[src/rtl/video_timing_gen_if.sv]
// Video timing bus between the timing generator (master) and the display stage / HDMI encoder side (slave).
// frame_cnt exists only when VIDEO_TIMING_FRAME_CNT_EN is defined.
interface video_timing_gen_if;
    logic [23:0] pixel_data;
    logic        data_req;
    logic [10:0] pixel_xpos;
    logic [10:0] pixel_ypos;
    logic        video_hs;
    logic        video_vs;
    logic        video_de;
    logic [23:0] video_rgb;
    logic        frame_start;
`ifdef VIDEO_TIMING_FRAME_CNT_EN
    logic [15:0] frame_cnt;
`endif

    modport master (
        input  pixel_data,
        output data_req,
        output pixel_xpos,
        output pixel_ypos,
        output video_hs,
        output video_vs,
        output video_de,
        output video_rgb,
        output frame_start
`ifdef VIDEO_TIMING_FRAME_CNT_EN
        , output frame_cnt
`endif
    );

    modport slave (
        output pixel_data,
        input  data_req,
        input  pixel_xpos,
        input  pixel_ypos,
        input  video_hs,
        input  video_vs,
        input  video_de,
        input  video_rgb,
        input  frame_start
`ifdef VIDEO_TIMING_FRAME_CNT_EN
        , input frame_cnt
`endif
    );
endinterface

[src/rtl/video_timing_gen.sv]
// 720p60 video timing generator: free-running H/V counters, one-cycle-early pixel request, aligned registered HS/VS/DE/RGB.
// Optional frame counter output enabled by defining VIDEO_TIMING_FRAME_CNT_EN.
module video_timing_gen #(
    parameter logic [10:0] H_SYNC  = 11'd40,
    parameter logic [10:0] H_BACK  = 11'd220,
    parameter logic [10:0] H_DISP  = 11'd1280,
    parameter logic [10:0] H_FRONT = 11'd110,
    parameter logic [10:0] V_SYNC  = 11'd5,
    parameter logic [10:0] V_BACK  = 11'd20,
    parameter logic [10:0] V_DISP  = 11'd720,
    parameter logic [10:0] V_FRONT = 11'd5,
    parameter logic        HS_POL  = 1'b1,
    parameter logic        VS_POL  = 1'b1
) (
    input  logic                pixel_clk,
    input  logic                sys_rst_n,
    video_timing_gen_if.master  vid
);
    localparam logic [10:0] H_TOTAL = H_SYNC + H_BACK + H_DISP + H_FRONT;
    localparam logic [10:0] V_TOTAL = V_SYNC + V_BACK + V_DISP + V_FRONT;
    localparam logic [10:0] H_START = H_SYNC + H_BACK;
    localparam logic [10:0] V_START = V_SYNC + V_BACK;
    localparam logic [10:0] H_END   = H_START + H_DISP;
    localparam logic [10:0] V_END   = V_START + V_DISP;

    logic [10:0] h_cnt;
    logic [10:0] v_cnt;
    logic        hs_c;
    logic        vs_c;
    logic        v_act_c;
    logic        de_c;
    logic        req_c;
    logic        sof_c;

    // Horizontal/vertical position counters
    always_ff @(posedge pixel_clk) begin
        if (!sys_rst_n) begin
            h_cnt <= '0;
            v_cnt <= '0;
        end else if (h_cnt == H_TOTAL - 11'd1) begin
            h_cnt <= '0;
            if (v_cnt == V_TOTAL - 11'd1) v_cnt <= '0;
            else                          v_cnt <= v_cnt + 11'd1;
        end else begin
            h_cnt <= h_cnt + 11'd1;
        end
    end

    // Request window leads the display window by one pixel to cover the display-stage register
    always_comb begin
        hs_c    = (h_cnt < H_SYNC);
        vs_c    = (v_cnt < V_SYNC);
        v_act_c = (v_cnt >= V_START) && (v_cnt < V_END);
        de_c    = v_act_c && (h_cnt >= H_START) && (h_cnt < H_END);
        req_c   = v_act_c && (h_cnt >= H_START - 11'd1) && (h_cnt < H_END - 11'd1);
        sof_c   = (h_cnt == 11'd0) && (v_cnt == 11'd0);
    end

    assign vid.data_req   = req_c;
    assign vid.pixel_xpos = req_c ? h_cnt - (H_START - 11'd1) : 11'd0;
    assign vid.pixel_ypos = req_c ? v_cnt - V_START : 11'd0;

    // Output stage: everything leaves one clock after the counter state that produced it
    always_ff @(posedge pixel_clk) begin
        if (!sys_rst_n) begin
            vid.video_hs    <= ~HS_POL;
            vid.video_vs    <= ~VS_POL;
            vid.video_de    <= 1'b0;
            vid.video_rgb   <= 24'd0;
            vid.frame_start <= 1'b0;
        end else begin
            vid.video_hs    <= hs_c ? HS_POL : ~HS_POL;
            vid.video_vs    <= vs_c ? VS_POL : ~VS_POL;
            vid.video_de    <= de_c;
            vid.video_rgb   <= de_c ? vid.pixel_data : 24'd0;
            vid.frame_start <= sof_c;
        end
    end

`ifdef VIDEO_TIMING_FRAME_CNT_EN
    logic        first_seen;
    logic [15:0] frame_cnt_q;

    // Counts frames completed since reset; the first frame_start only arms the counter
    always_ff @(posedge pixel_clk) begin
        if (!sys_rst_n) begin
            first_seen  <= 1'b0;
            frame_cnt_q <= 16'd0;
        end else if (sof_c) begin
            first_seen <= 1'b1;
            if (first_seen) frame_cnt_q <= frame_cnt_q + 16'd1;
        end
    end

    assign vid.frame_cnt = frame_cnt_q;
`endif
endmodule

[src/flat_wrapper.sv]
// flat-port wrapper written by rule: the top's interface ports become plain ports
module video_timing_gen_flat 
#(
    parameter logic [10:0] H_SYNC  = 11'd40,
    parameter logic [10:0] H_BACK  = 11'd220,
    parameter logic [10:0] H_DISP  = 11'd1280,
    parameter logic [10:0] H_FRONT = 11'd110,
    parameter logic [10:0] V_SYNC  = 11'd5,
    parameter logic [10:0] V_BACK  = 11'd20,
    parameter logic [10:0] V_DISP  = 11'd720,
    parameter logic [10:0] V_FRONT = 11'd5,
    parameter logic        HS_POL  = 1'b1,
    parameter logic        VS_POL  = 1'b1
)
  (pixel_clk, sys_rst_n, vid_pixel_data, vid_data_req, vid_pixel_xpos, vid_pixel_ypos, vid_video_hs, vid_video_vs, vid_video_de, vid_video_rgb, vid_frame_start);
  video_timing_gen_if vid_i ();
  input  logic pixel_clk;
  input  logic sys_rst_n;
  input wire logic [$bits(vid_i.pixel_data)-1:0] vid_pixel_data;
  output wire logic [$bits(vid_i.data_req)-1:0] vid_data_req;
  output wire logic [$bits(vid_i.pixel_xpos)-1:0] vid_pixel_xpos;
  output wire logic [$bits(vid_i.pixel_ypos)-1:0] vid_pixel_ypos;
  output wire logic [$bits(vid_i.video_hs)-1:0] vid_video_hs;
  output wire logic [$bits(vid_i.video_vs)-1:0] vid_video_vs;
  output wire logic [$bits(vid_i.video_de)-1:0] vid_video_de;
  output wire logic [$bits(vid_i.video_rgb)-1:0] vid_video_rgb;
  output wire logic [$bits(vid_i.frame_start)-1:0] vid_frame_start;
  assign vid_i.pixel_data = vid_pixel_data;
  assign vid_data_req = vid_i.data_req;
  assign vid_pixel_xpos = vid_i.pixel_xpos;
  assign vid_pixel_ypos = vid_i.pixel_ypos;
  assign vid_video_hs = vid_i.video_hs;
  assign vid_video_vs = vid_i.video_vs;
  assign vid_video_de = vid_i.video_de;
  assign vid_video_rgb = vid_i.video_rgb;
  assign vid_frame_start = vid_i.frame_start;
  video_timing_gen #(.H_SYNC(H_SYNC), .H_BACK(H_BACK), .H_DISP(H_DISP), .H_FRONT(H_FRONT), .V_SYNC(V_SYNC), .V_BACK(V_BACK), .V_DISP(V_DISP), .V_FRONT(V_FRONT), .HS_POL(HS_POL), .VS_POL(VS_POL)) u_core (.pixel_clk(pixel_clk), .sys_rst_n(sys_rst_n), .vid(vid_i));
endmodule
[config.mk]
export PLATFORM = sky130hd
export DESIGN_NAME = video_timing_gen_flat
export DESIGN_NICKNAME = d
export VERILOG_FILES = /design/src/rtl/video_timing_gen_if.sv /design/src/rtl/video_timing_gen.sv /design/src/flat_wrapper.sv
export SDC_FILE = /design/constraint.sdc
export NUM_CORES = 1
export LEC_CHECK = 0
export BUFFER_PORTS_ARGS = -buffer_cell sky130_fd_sc_hd__buf_2
export CORE_MARGIN = 5
export CORE_UTILIZATION = 50
export CTS_CLUSTER_DIAMETER = 30
export DETAILED_ROUTE_END_ITERATION = 10
export PLACE_DENSITY_LB_ADDON = 0.05
export SETUP_SLACK_MARGIN = 0.15
export SKIP_LAST_GASP = 1
export SYNTH_ARGS = -nofsm -noshare
export SYNTH_HDL_FRONTEND = slang
export SYNTH_SLANG_ARGS = --single-unit
[constraint.sdc]
create_clock -name pixel_clk -period 5.5 [get_ports pixel_clk]
set_input_delay 1.1 -clock pixel_clk [delete_from_list [all_inputs] [get_ports pixel_clk]]
set_output_delay 1.1 -clock pixel_clk [all_outputs]
set_load 0.01 [all_outputs]
# == Word level (Yosys, flattened, before mapping) ==
# Cells that the tools add are included.
# totals
memories,0
ff_bits,50
out_inout_bits,51
rom_bits,0
mem_bits_rw,0
word_cells,37
latch_bits,0
# classes
n_addsub,4
eq_ne,2
n_shift,0
n_mul,0
n_mux,5
n_bitwise,1
div,0
magnitude_cmp,8
reduce_logical,10
# op_table
cell,n
$mux W11,3
$add A11 B1 Y11 const B,2
$ge A11 B9 Y1 const B,2
$logic_not A11 Y1,2
$lt A11 B11 Y1 const B,2
$eq A11 B10 Y1 const B,1
$eq A11 B11 Y1 const B,1
$ge A11 B5 Y1 const B,1
$lt A11 B10 Y1 const B,1
$lt A11 B3 Y1 const B,1
$lt A11 B6 Y1 const B,1
$sub A11 B5 Y11 const B,1
$sub A11 B9 Y11 const B,1
$logic_and A1 B1 Y1,6
$mux W1,2
$reduce_and A2 Y1,1
$reduce_or A2 Y1,1
$not A1 Y1,1

# == Logic depth before layout (Yosys ltp) ==
# depth
depth_word,5
mapped_depth,8
mapped_depth_nobuf,6

# == Worst setup path before layout ==
# OpenSTA, ideal clock, no wires.
# synth_path
path_kind,reg-to-output
start,reg u_core.v_cnt[0]
end,out vid_pixel_xpos[5]
path_buffers,3
path_stages_with_launch,8
setup_slack_ns,2.699
t_required_ns,4.400
arrival_ns,1.701
cell_sequence,dfxtp_1 -> buf_2 -> o31a_1 -> o221ai_1 -> o2111ai_1 -> buf_2 -> buf_4 -> nor3_1
# synth_via
elab_chain_cells,5
elab_cells_between_ends,6
# synth_lines
element,line,rtl
from (decl),video_timing_gen.sv:27,logic [10:0] v_cnt;
from (signal assigned),video_timing_gen.sv:43,else v_cnt <= v_cnt + 11'd1;
$ge A11 B5 Y1 / $lt A11 B10 Y1 (equally long branches),video_timing_gen.sv:53,v_act_c = (v_cnt >= V_START) && (v_cnt < V_END);
$logic_and A1 B1 Y1 (*),video_timing_gen.sv:53,
$logic_and A1 B1 Y1 (*) (2 in series),video_timing_gen.sv:55,req_c = v_act_c && (h_cnt >= H_START - 11'd1) && (h_cnt < H_END - 11'd1);
$mux W11 (*),video_timing_gen.sv:60,assign vid.pixel_xpos = req_c ? h_cnt - (H_START - 11'd1) : 11'd0;
to (decl),flat_wrapper.sv:21,output wire logic [$bits(vid_i.pixel_xpos)-1:0] vid_pixel_xpos;
# Every way passes the cells marked *; elsewhere a longest branch is shown, timed or not.

# == Worst setup path after layout ==
# layout_path
start,reg u_core.h_cnt[3]
end,out vid_pixel_ypos[2]
# layout_via
elab_chain_cells,4
elab_cells_between_ends,5
# layout_lines
element,line,rtl
from (decl),video_timing_gen.sv:26,logic [10:0] h_cnt;
from (signal assigned),video_timing_gen.sv:45,h_cnt <= h_cnt + 11'd1;
$ge A11 B9 Y1,video_timing_gen.sv:55,
$logic_and A1 B1 Y1,video_timing_gen.sv:55,
$logic_and A1 B1 Y1 (*),video_timing_gen.sv:55,
$mux W11 (*),video_timing_gen.sv:61,assign vid.pixel_ypos = req_c ? v_cnt - V_START : 11'd0;
to (decl),flat_wrapper.sv:22,output wire logic [$bits(vid_i.pixel_ypos)-1:0] vid_pixel_ypos;
# Marks and branches as above.

==> results.cfg <==
[status]
status = completed

[global_routing]
grt-ovfl-total = 0
grt_max_degree = 37
grt_pass1_wl_um = 11000
track_usage_pct = 18.9
grt_pass1_vias = 2362
grt_antenna_before_repair = 0

[drt]
vias_per_cell = 5.31
drtPass1Iterations = 4
route.vias.total = 2375
initialDrtViolationCount = 106
drt-total-wl_um = 6440
wl_per_cell_um = 14.4
drc = 0
antenna_left = 0

[min_path]
min_path_type = reg -> reg

[floorplan]
dieHeight_um = 83.0
coreArea_mm2 = 0.00514
die_x_um = 83.0
io_pins = 77
design.die.area_mm2 = 0.00689
start_util_pct = 51.9
num_rows = 26

[synthesis]
ys.flop_type = dfxtp_1
ys_ff_latch = 50
synth_top_cell_area_share_pct = 37.6
synth-simple-area-share_pct = 34.6
synth_compound_area_share_pct = 8.22
yosysMostFrequentCell = dfxtp_1
synth_fa_ha_area_share_pct = 3.29
syn_area_mm2 = 0.00267
postSynthCellCount = 321
syn-num-nets = 354
synth_edf_count = 0
ys_seq_area_share_pct = 37.6
synth_area_leaders = dfxtp_1 38%, nor3_1 8.8%, nand2_1 5.8%
synth_mux_area_share_pct = 0.423
synth-async-reset-ratio_pct = 0
synth_cell_types = 54
ys_warn_count = 0
synth_top_family_by_area = simple AND/OR/NAND/NOR gates
synth_common_cells = 50 x dfxtp_1, 47 x nor3_1, 41 x nand2_1
synth_xor_area_share_pct = 8.54
syn_avg_cell_area_um2 = 8.30
synth_top_area_cell = dfxtp_1

[sta]
hold_slack_ns = 0.513
hold_viol_final = 0
clock.fmax_mhz = 273
finalClockSkew_ns = 0.00582
setup-violations-final = 0
max_slew.worst_pin.slew_ns = 1.12
period_needed_ns = 3.66
fin_setup_tns_ns = 0
slew_headroom_pct = 25.6
rsz0062_at_grt = false
setup_ws_ns = 1.84
finalMaxSlewViolations = 0
post-route-period-util_pct = 66.5

[power_and_ir_drop]
p_clk_share_pct = 35.9
p_int_mw = 0.490
p_leak_nw = 1.32
switching_share_pct = 24.2
power.density_mw_per_mm2 = 209
p_total_mw = 0.646
ir_drop_uv = 116
combPwrFrac_pct = 7.0
p_sw_mw = 0.156
power_frac_seq_pct = 57.1

[placement]
place_hpwl_um = 4590
port-buffer-count = 76
placed_area_mm2 = 0.00299
pre_cts_slack_ns = 2.15
dp_cells = 439
gp_congestion = 0.836

[setup_path]
cp.required_ns = 4.40
startpoint_type = flop
worst_ep_arrival_time_ns = 2.56
path_max_fanout = 14
crit_type = reg -> out
end_kind = primary output

[cells_and_area]
drive_above_1_share_pct = 28.4
utilization_pct = 60.2
syn_to_final_growth_pct = 16.0
diodes = 0
final_cells = 447
final_net_count = 409
final_area_mm2 = 0.00309

[cts]
clockBufferDepth = 2
cts.sinks = 50
cts_made_buffers = 5
cts_resized = 0
insertion_delay_ns = 0.30
cts-root-buf = clkbuf_8
post_cts_buffers = 0
hold_buffers = 0
cts_tree = yes
clkTransAtPathRegs_ns = 0.09
ctsHtreeMaxLevel = 2

[flow_run]
cap_violations = 0
critical path: stages, from the launching register on:
cell and delay [ns]:
dfxtp_1 0.42, nor4_4 0.37, nand3b_1 0.23, o31ai_2 0.63, buf_4 0.33, nor3_1 0.08
buf_2 0.18
metal layers:
metal / GRT usage (%) / part of all wire (%)
met2: 33.6 / 50
met4: 4.90 / 0.62
met5: 0 / 0
met3: 4.55 / 4.6
met1: 22.7 / 44
registers in the layout (all words and copies together), names as in the netlist:
| register | flops |
|---|---|
| u_core.h_cnt | 11 |
| u_core.v_cnt | 11 |
| u_core.vid.frame_start | 1 |
| u_core.vid.video_de | 1 |
| u_core.vid.video_hs | 1 |
| u_core.vid.video_rgb | 24 |
| u_core.vid.video_vs | 1 |
layout make-up:
type / count / area (um^2)
repair buffers: 78 / 395
flip-flops and latches: 50 / 1000
clock buffers: 6 / 82.6
multi-input cells: 235 / 1490
inverters: 6 / 22.5
fillers: 510 / 2050
clock inverters: 2 / 17.5
well taps: 70 / 87.6
final timing paths:
check | startpoint | endpoint | slack [ns] | cells after the start
setup reg to reg | u_core.v_cnt[1]$_SDFFE_PN0P_ | u_core.vid.video_rgb[16]$_SDFF_PN0_ | 2.98 | 7
setup / recovery | u_core.h_cnt[3]$_SDFF_PP0_ | vid_pixel_ypos[2] | 1.84 | 6
hold / removal | u_core.h_cnt[0]$_SDFF_PP0_ | u_core.h_cnt[0]$_SDFF_PP0_ | 0.51 | 1
hold reg to reg | u_core.h_cnt[0]$_SDFF_PP0_ | u_core.h_cnt[0]$_SDFF_PP0_ | 0.51 | 1
cells by family after synthesis:
kind of cell,Yosys count
AOI/OAI and AO/OA,31
xor gates and xnor gates,26
adders and majority gates,7
buffers and inverters,36
DFF,50
muxes,1
and+or+nand+nor,170
power by group through the flow:
stage	clock network [mW]	registers, mW	logic (mW)
after floorplan	0	0.376	0.0309
after global placement	0	0.377	0.0458
after detailed placement	0	0.377	0.0455
after CTS	0.242	0.369	0.0458
after global routing	0.255	0.369	0.0511
final	0.232	0.369	0.0452
cell usage in the layout, fill, tap and decap left out, drive strengths merged, types with 2 or more instances in the layout:
cell and n:
clkbuf 6, a31oi 2, clkinv 2, ha 7, nand2 41, nand3b 3, or3 4, buf 78
o21ai 8, nor4 7, and2 3, and3 8, or2 2, nor2 23, xor2 14, nand4 9
inv 6, dfxtp 50, a21oi 9, o31ai 3, nor4bb 2, xnor2 12, or4 3, nor3 48
nand3 8, nor3b 5
Power figures use the tool's default switching activity.
